### config.mk
export PLATFORM = sky130hd
export DESIGN_NAME = gmii_rx
export DESIGN_NICKNAME = d
export VERILOG_FILES = /design/src/rtl/gmii_rx_pkg.sv /design/src/rtl/gmii_rx_crc32_d8.sv /design/src/rtl/gmii_rx.sv
export SDC_FILE = /design/constraint.sdc
export NUM_CORES = 1
export LEC_CHECK = 0
export CORE_AREA = 2 2 146 105
export CTS_CLUSTER_SIZE = 28
export DETAILED_ROUTE_END_ITERATION = 8
export DIE_AREA = 0 0 148 107
export PLACE_DENSITY = 0.73
export SLEW_MARGIN = 20
export SYNTH_ARGS = -nofsm -noshare
export SYNTH_HDL_FRONTEND = slang
export SYNTH_SLANG_ARGS = --single-unit
export TNS_END_PERCENT = 5
### constraint.sdc
create_clock -name rx_clk -period 13.8 [get_ports rx_clk]
set_input_delay 4.14 -clock rx_clk [delete_from_list [all_inputs] [get_ports rx_clk]]
set_output_delay 4.14 -clock rx_clk [all_outputs]
set_load 0.03 [all_outputs]
### src/rtl/gmii_rx_pkg.sv
// Shared definitions for the GMII video receive path: FSM states, error codes,
// header byte offsets and CRC constants.
package gmii_rx_pkg;

  typedef enum logic [2:0] {
    ST_IDLE,
    ST_PRE,
    ST_HDR,
    ST_RESOL,
    ST_PAYLOAD,
    ST_FCS,
    ST_TAIL,
    ST_DROP
  } state_e;

  typedef enum logic [1:0] {
    ERR_CRC  = 2'd0,
    ERR_LEN  = 2'd1,
    ERR_RXER = 2'd2,
    ERR_OVF  = 2'd3
  } err_e;

  typedef struct packed {
    logic bad;
    err_e code;
  } verdict_t;

  localparam logic [10:0] OFF_ETYPE = 11'd12;
  localparam logic [10:0] OFF_VER   = 11'd14;
  localparam logic [10:0] OFF_PROT  = 11'd23;
  localparam logic [10:0] OFF_DPORT = 11'd36;
  localparam logic [10:0] HDR_LAST  = 11'd41;

  localparam logic [7:0] PRE_BYTE     = 8'h55;
  localparam logic [7:0] SFD_BYTE     = 8'hD5;
  localparam logic [7:0] IPV4_VER_IHL = 8'h45;

  localparam logic [31:0] CRC_POLY_REFL = 32'hEDB88320;
  localparam logic [31:0] CRC_RESIDUE   = 32'hC704DD7B;

  // Error priority: rx_er > overflow > length > CRC.
  function automatic verdict_t eval_verdict(input logic rxer, input logic ovf,
                                            input logic len, input logic crc_ok);
    verdict_t v;
    v.bad = 1'b1;
    if (rxer)      v.code = ERR_RXER;
    else if (ovf)  v.code = ERR_OVF;
    else if (len)  v.code = ERR_LEN;
    else begin
      v.code = ERR_CRC;
      v.bad  = !crc_ok;
    end
    return v;
  endfunction

endpackage

### src/rtl/gmii_rx_crc32_d8.sv
// Byte-wide IEEE 802.3 CRC-32. Register holds the reflected, non-inverted value;
// crc presents it bit-reversed so a good frame reads back as the standard residue.
module crc32_d8
  import gmii_rx_pkg::*;
(
  input  logic        clk,
  input  logic        rst,
  input  logic        init,
  input  logic        en,
  input  logic [7:0]  d,
  output logic [31:0] crc
);

  logic [31:0] r_q, r_d;

  function automatic logic [31:0] crc_byte(input logic [31:0] c_in, input logic [7:0] b);
    logic [31:0] c;
    c = c_in;
    for (int unsigned i = 0; i < 8; i++) begin
      if (c[0] ^ b[i]) c = (c >> 1) ^ CRC_POLY_REFL;
      else             c = c >> 1;
    end
    return c;
  endfunction

  always_comb begin
    r_d = r_q;
    if (init)    r_d = '1;
    else if (en) r_d = crc_byte(r_q, d);
  end

  always_ff @(posedge clk or posedge rst) begin
    if (rst) r_q <= '1;
    else     r_q <= r_d;
  end

  always_comb begin
    crc = '0;
    for (int unsigned i = 0; i < 32; i++) crc[i] = r_q[31 - i];
  end

endmodule

### src/rtl/gmii_rx.sv
// GMII receive path: filters UDP video frames, strips headers and writes
// {line_word, Y, C} pixel pairs to the video FIFO with a per-frame CRC verdict.
module gmii_rx
  import gmii_rx_pkg::*;
#(
  parameter logic [47:0] dst_mac   = {8'h00, 8'h23, 8'h45, 8'h67, 8'h89, 8'h02},
  parameter logic [15:0] ip_type   = 16'h0800,
  parameter logic [7:0]  ip_prot   = 8'h11,
  parameter logic [15:0] udp_dport = 16'h3039,
  parameter logic [10:0] pay_len   = 11'd1280
) (
  input  logic        rx_clk,
  input  logic        sys_rst,
  input  logic        id,
  input  logic        rx_dv,
  input  logic        rx_er,
  input  logic [7:0]  rxd,
  input  logic        full,
  output logic        wr_en,
  output logic [31:0] din,
  output logic        frame_ok,
  output logic        frame_err,
  output logic        frame_drop,
  output logic [1:0]  err_code
);

  logic       rx_dv_q, rx_er_q, dv_prev_q;
  logic [7:0] rxd_q;

  // dv is reset high so a frame still in flight across reset never looks like a new rising edge.
  always_ff @(posedge rx_clk or posedge sys_rst) begin
    if (sys_rst) begin
      rx_dv_q   <= 1'b1;
      dv_prev_q <= 1'b1;
      rx_er_q   <= 1'b0;
      rxd_q     <= '0;
    end else begin
      rx_dv_q   <= rx_dv;
      dv_prev_q <= rx_dv_q;
      rx_er_q   <= rx_er;
      rxd_q     <= rxd;
    end
  end

  state_e      state_q, state_d;
  logic [10:0] cnt_q, cnt_d;
  logic [15:0] line_q, line_d;
  logic [7:0]  y_q, y_d;
  logic        ovf_q, ovf_d, len_q, len_d, rxerr_q, rxerr_d;
  logic        wr_en_q, wr_en_d, ok_q, ok_d, err_q, err_d, drop_q, drop_d;
  logic [31:0] din_q, din_d;
  err_e        code_q, code_d;

  logic        crc_init, crc_en;
  logic [31:0] crc;

  crc32_d8 u_crc (
    .clk  (rx_clk),
    .rst  (sys_rst),
    .init (crc_init),
    .en   (crc_en),
    .d    (rxd_q),
    .crc  (crc)
  );

  logic [7:0] mac_last;
  logic       hdr_chk;
  logic [7:0] hdr_exp;

  assign mac_last = dst_mac[7:0] - {7'd0, id};

  always_comb begin
    hdr_chk = 1'b1;
    hdr_exp = '0;
    case (cnt_q)
      11'd0:           hdr_exp = dst_mac[47:40];
      11'd1:           hdr_exp = dst_mac[39:32];
      11'd2:           hdr_exp = dst_mac[31:24];
      11'd3:           hdr_exp = dst_mac[23:16];
      11'd4:           hdr_exp = dst_mac[15:8];
      11'd5:           hdr_exp = mac_last;
      OFF_ETYPE:       hdr_exp = ip_type[15:8];
      OFF_ETYPE + 1'b1: hdr_exp = ip_type[7:0];
      OFF_VER:         hdr_exp = IPV4_VER_IHL;
      OFF_PROT:        hdr_exp = ip_prot;
      OFF_DPORT:       hdr_exp = udp_dport[15:8];
      OFF_DPORT + 1'b1: hdr_exp = udp_dport[7:0];
      default:         hdr_chk = 1'b0;
    endcase
  end

  logic     fin, fin_len;
  verdict_t vd;

  always_comb begin
    state_d  = state_q;
    cnt_d    = cnt_q;
    line_d   = line_q;
    y_d      = y_q;
    ovf_d    = ovf_q;
    len_d    = len_q;
    rxerr_d  = rxerr_q;
    din_d    = din_q;
    code_d   = code_q;
    wr_en_d  = 1'b0;
    ok_d     = 1'b0;
    err_d    = 1'b0;
    drop_d   = 1'b0;
    crc_init = 1'b0;
    crc_en   = 1'b0;
    fin      = 1'b0;
    fin_len  = 1'b0;
    vd       = '0;

    if (state_q != ST_IDLE && rx_dv_q && rx_er_q) rxerr_d = 1'b1;

    case (state_q)
      ST_IDLE: begin
        if (rx_dv_q && !dv_prev_q) begin
          state_d  = ST_PRE;
          cnt_d    = '0;
          ovf_d    = 1'b0;
          len_d    = 1'b0;
          rxerr_d  = rx_er_q;
          crc_init = 1'b1;
        end
      end
      ST_PRE: begin
        if (!rx_dv_q) begin
          state_d = ST_IDLE;
          drop_d  = 1'b1;
        end else if (rxd_q == SFD_BYTE) begin
          state_d = ST_HDR;
          cnt_d   = '0;
        end else if (rxd_q != PRE_BYTE) begin
          state_d = ST_DROP;
        end
      end
      ST_HDR: begin
        if (!rx_dv_q) begin
          fin     = 1'b1;
          fin_len = 1'b1;
        end else begin
          crc_en = 1'b1;
          if (hdr_chk && rxd_q != hdr_exp) begin
            state_d = ST_DROP;
          end else if (cnt_q == HDR_LAST) begin
            state_d = ST_RESOL;
            cnt_d   = '0;
          end else begin
            cnt_d = cnt_q + 1'b1;
          end
        end
      end
      ST_RESOL: begin
        if (!rx_dv_q) begin
          fin     = 1'b1;
          fin_len = 1'b1;
        end else begin
          crc_en = 1'b1;
          if (cnt_q == '0) begin
            line_d[15:8] = rxd_q;
            cnt_d        = 11'd1;
          end else begin
            line_d[7:0] = rxd_q;
            state_d     = ST_PAYLOAD;
            cnt_d       = '0;
          end
        end
      end
      ST_PAYLOAD: begin
        if (!rx_dv_q) begin
          fin     = 1'b1;
          fin_len = 1'b1;
        end else begin
          crc_en = 1'b1;
          if (!cnt_q[0]) begin
            y_d = rxd_q;
          end else if (full) begin
            ovf_d = 1'b1;
          end else begin
            wr_en_d = 1'b1;
            din_d   = {line_q, y_q, rxd_q};
          end
          if (cnt_q == pay_len - 11'd1) begin
            state_d = ST_FCS;
            cnt_d   = '0;
          end else begin
            cnt_d = cnt_q + 1'b1;
          end
        end
      end
      ST_FCS: begin
        if (!rx_dv_q) begin
          fin     = 1'b1;
          fin_len = 1'b1;
        end else begin
          crc_en = 1'b1;
          if (cnt_q == 11'd3) state_d = ST_TAIL;
          else                cnt_d   = cnt_q + 1'b1;
        end
      end
      ST_TAIL: begin
        if (!rx_dv_q) begin
          fin     = 1'b1;
          fin_len = len_q;
        end else begin
          len_d = 1'b1;
        end
      end
      ST_DROP: begin
        if (!rx_dv_q) begin
          state_d = ST_IDLE;
          drop_d  = 1'b1;
        end
      end
      default: state_d = ST_IDLE;
    endcase

    if (fin) begin
      vd      = eval_verdict(rxerr_q, ovf_q, fin_len, crc == CRC_RESIDUE);
      state_d = ST_IDLE;
      len_d   = fin_len;
      if (vd.bad) begin
        err_d  = 1'b1;
        code_d = vd.code;
      end else begin
        ok_d = 1'b1;
      end
    end
  end

  always_ff @(posedge rx_clk or posedge sys_rst) begin
    if (sys_rst) begin
      state_q <= ST_IDLE;
      cnt_q   <= '0;
      line_q  <= '0;
      y_q     <= '0;
      ovf_q   <= 1'b0;
      len_q   <= 1'b0;
      rxerr_q <= 1'b0;
      wr_en_q <= 1'b0;
      din_q   <= '0;
      ok_q    <= 1'b0;
      err_q   <= 1'b0;
      drop_q  <= 1'b0;
      code_q  <= ERR_CRC;
    end else begin
      state_q <= state_d;
      cnt_q   <= cnt_d;
      line_q  <= line_d;
      y_q     <= y_d;
      ovf_q   <= ovf_d;
      len_q   <= len_d;
      rxerr_q <= rxerr_d;
      wr_en_q <= wr_en_d;
      din_q   <= din_d;
      ok_q    <= ok_d;
      err_q   <= err_d;
      drop_q  <= drop_d;
      code_q  <= code_d;
    end
  end

  assign wr_en      = wr_en_q;
  assign din        = din_q;
  assign frame_ok   = ok_q;
  assign frame_err  = err_q;
  assign frame_drop = drop_q;
  assign err_code   = code_q;

endmodule

==> impl_metrics.py <==
metrics = {
    "synthesis": {
        "syn_area_per_cell_sq_um": 10.26,
        "ys.flop_type": "dfrtp_1",
        "post-synth-top-area-cell": "dfrtp_1",
        "synthCells": 620,
        "synth_fp_nets": 638,
        "synth-edff-count": 0,
        "yosys.cell_types.count": 78,
        "synth-seq-area-share_pct": 48.64,
        "synth_area_leaders": "dfrtp_1 35%, dfstp_2 14%, xnor2_1 8.0%",
        "synth_top_cell_area_share_pct": 34.60,
        "yosysWarnings": 0,
        "synthArstFlopShare_pct": 100.0,
        "ys_ff_latch": 122,
        "synth_area_sq_um": 6364,
    },
    "cts": {
        "cts.sinks": 122,
        "cts_setup_buffers": 0,
        "clkTransAtPathRegs_ns": 0.06,
        "cts_buffers": 17,
        "cts_resized": 0,
        "cts_hold_buffers": 0,
        "worstSkewPairLatency_ns": 0.42,
        "root_buffer": "clkbuf_16",
        "cts.path.max_buffers": 2,
        "htree_num_levels": 4,
        "cts_tree": "built",
    },
    "cells_and_area": {
        "layout-drive-gt1-share_pct": 16.87,
        "antennaDiodeCount": 0,
        "areaGrowthSynthToFinish_pct": 19.48,
        "fin_nets": 675,
        "fin_cells": 865,
        "finalCoreUtilization_pct": 52.64,
    },
    "sta": {
        "hold_violations": 0,
        "worstMarginPinSlew_ns": 0.9720,
        "report.final.slew_viol_count": 0,
        "skew_ns": 0.007662,
        "maxSlewHeadroom_pct": 35.13,
        "finalCriticalPeriod_ns": 6.137,
        "final.period_utilization_pct": 44.47,
        "fmax_mhz": 162.9,
        "rsz0062_at_grt": "false",
        "setup_viol_count_final": 0,
        "fin_setup_tns_ns": 0,
    },
    "floorplan": {
        "die_w_um": 148,
        "rows": 37,
        "dieArea_sq_um": 15840,
        "die_h_um": 107,
        "boundaryPins": 52,
        "core-area_sq_um": 14440,
        "start_util_pct": 44.06,
    },
    "global_route": {
        "grt.overflow.total": 0,
        "grt_pass1_vias": 4680,
        "grt_max_degree": 69,
        "grt_pass1_wl_mm": 25.21,
        "grt_use_total_pct": 20.39,
        "antenna_found_initial": 0,
    },
    "hold_path": {
        "holdPathStages": 2,
        "hp-class": "reg2reg",
    },
    "setup_path": {
        "path_max_fanout": 5,
        "max_stage_delay_ns": 0.49,
        "path_cells": "clkdlybuf4s50_1 -> nand2_1 -> o21ai_0 -> nor3_1 -> a2111oi_4 -> nand3_1 -> o31ai_4 -> mux2_1 -> o22ai_1",
        "critPathKind": "in2reg",
        "required_ns": 14.13,
        "worst-path-stages": 9,
        "cp-end-kind": "register",
        "cp.arrival_ns": 6.47,
        "crit_family": "compound AO/OA/AOI/OAI gates",
        "start_kind": "input port",
        "slowest_stage": "clkdlybuf4s50_1",
        "reg2reg_depth": 10,
        "cp.buffers_inverters": 1,
    },
    "placement": {
        "placed_cells_incl_taps": 833,
        "gp_congestion": 0.9787,
        "hpwl_mm": 10.16,
        "port_buffers": 51,
    },
    "route": {
        "antenna_left": 0,
        "viasPerCell": 5.591,
        "routed_wirelength_mm": 15.31,
        "drt_pass1_iterations": 4,
        "via_count": 4836,
        "wl_per_cell_um": 17.70,
        "drt_iter0_markers": 491,
        "drc": 0,
    },
    "run": {
        "maxCapViolations": 0,
    },
    "power_and_ir_drop": {
        "peakVddDrop_mv": 0.1246,
        "leakage_nw": 3.199,
        "powerDensity_nw_per_um2": 282.2,
    },
    "run_status": {
        "status": "finished, final reports clean",
    },
}
==> layer usage <==
| metal | track usage [%] | vias up | routed length, um |
|---|---|---|---|
| met4 | 6.599 | 0 | 196 |
| met3 | 4.851 | 22 | 963 |
| met5 | 0 | - | 0 |
| met2 | 29.17 | 171 | 6621 |
| li1 | - | 2234 | - |
| met1 | 30.42 | 2409 | 7531 |
==> layout by cell type (no fill, tap or decap), types with 4 or more instances in the layout <==
| cell | n |
|---|---|
| a211o_1 | 4 |
| a21oi_1 | 10 |
| and3_1 | 9 |
| clkbuf_16 | 17 |
| clkdlybuf4s50_1 | 51 |
| dfrtp_1 | 88 |
| dfstp_2 | 34 |
| ha_1 | 4 |
| inv_1 | 10 |
| mux2_2 | 25 |
| nand2_1 | 126 |
| nand2b_1 | 9 |
| nand3_1 | 10 |
| nand4_1 | 12 |
| nor2_1 | 30 |
| nor2b_1 | 9 |
| nor3_1 | 7 |
| o211ai_1 | 11 |
| o21ai_0 | 14 |
| o22a_1 | 25 |
| xnor2_1 | 58 |
| xor2_1 | 14 |
==> logic make-up after synthesis <==
family / count (synthesis) / synth area share (%)
DFF: 122 / 48.64
AOI/OAI and AO/OA: 105 / 13.49
muxes: 28 / 4.994
xor gates and xnor gates: 76 / 11.11
adders and majority gates: 4 / 0.7865
buffers and inverters: 48 / 3.284
and+or+nand+nor: 237 / 17.70
==> metrics by stage <==
step | setup WS [ns] | cell area, sq um | total power [mW] | hold WS, ns
floorplan | 6.474 | 6364 | 1.405 | 0.3788
global placement | 7.359 | 6979 | 1.627 | 0.4413
detailed placement | 7.270 | 6979 | 1.661 | 0.4481
CTS | 7.695 | 7604 | 2.140 | 0.4635
global route | 7.579 | 7604 | 2.268 | 0.4884
finish | 7.663 | 7604 | 2.146 | 0.4637
==> sequential cells by signal (all words and copies together), names as in the netlist <==
register    flops
err_code        2
rxd_q           8
line_q         16
frame_ok        1
frame_drop      1
rx_dv_q         1
wr_en           1
y_q             8
din            32
ovf_q           1
cnt_q          11
len_q           1
rx_er_q         1
rxerr_q         1
dv_prev_q       1
frame_err       1
u_crc.r_q      32
state_q         3
==> final timing paths <==
path | slack [ns] | end | start
worst max-delay path | 7.66 | state_q[1]$_DFFE_PP0P_ | id
worst min-delay path | 0.46 | din[8]$_DFFE_PP0P_ | y_q[0]$_DFFE_PP0P_
worst max register to register | 10.59 | state_q[1]$_DFFE_PP0P_ | cnt_q[0]$_DFFE_PP0P_
worst min register to register | 0.46 | din[8]$_DFFE_PP0P_ | y_q[0]$_DFFE_PP0P_
max in group asynchronous | 8.34 | cnt_q[2]$_DFFE_PP0P_ | sys_rst
min in group asynchronous | 4.18 | rxd_q[4]$_DFF_PP0_ | sys_rst
==> tightest hold or removal path: stages (launching register included) <==
cell	delay, ns
dfrtp_1	0.34
nand2_1	0.05
nand2_1	0.05
==> final cells by class <==
| class | count | area, sq um |
|---|---|---|
| fill | 1266 | 6840 |
| sequential | 122 | 3095 |
| multi-input combinational | 450 | 3059 |
| timing repair buffer | 54 | 533.0 |
| clock buffer | 18 | 439.2 |
| tap | 195 | 244.0 |
| clock inverter | 14 | 185.2 |
| inverter | 12 | 47.55 |
==> Yosys cell counts (all sizes together), types with 2 or more instances <==
cell,n
nand2,127
a2111oi,2
dfstp,34
nand3,10
o2bb2ai,2
nand3b,4
o31a,2
o211ai,11
o221ai,2
a211oi,3
and3,9
o21a,2
o41ai,2
nand2b,9
and4b,2
a311oi,2
nand4,13
o31ai,5
a21oi,10
o22a,25
and2,4
xor2,16
mux2,27
o21ai,16
clkbuf,23
o2111ai,2
nor4bb,2
inv,11
nor4,2
ha,4
nor3,8
xnor2,60
nor2,30
a211o,4
nor2b,9
a31oi,3
buf,13
dfrtp,88
nor4b,2
==> report_power, final <==
group	total [mW]	switching, mW	internal, mW
clock network	0.467	0.174	0.293
registers	0.644	0.119	0.525
logic	1.04	0.562	0.473
total	2.15	0.855	1.29
Power figures use the tool's default switching activity.
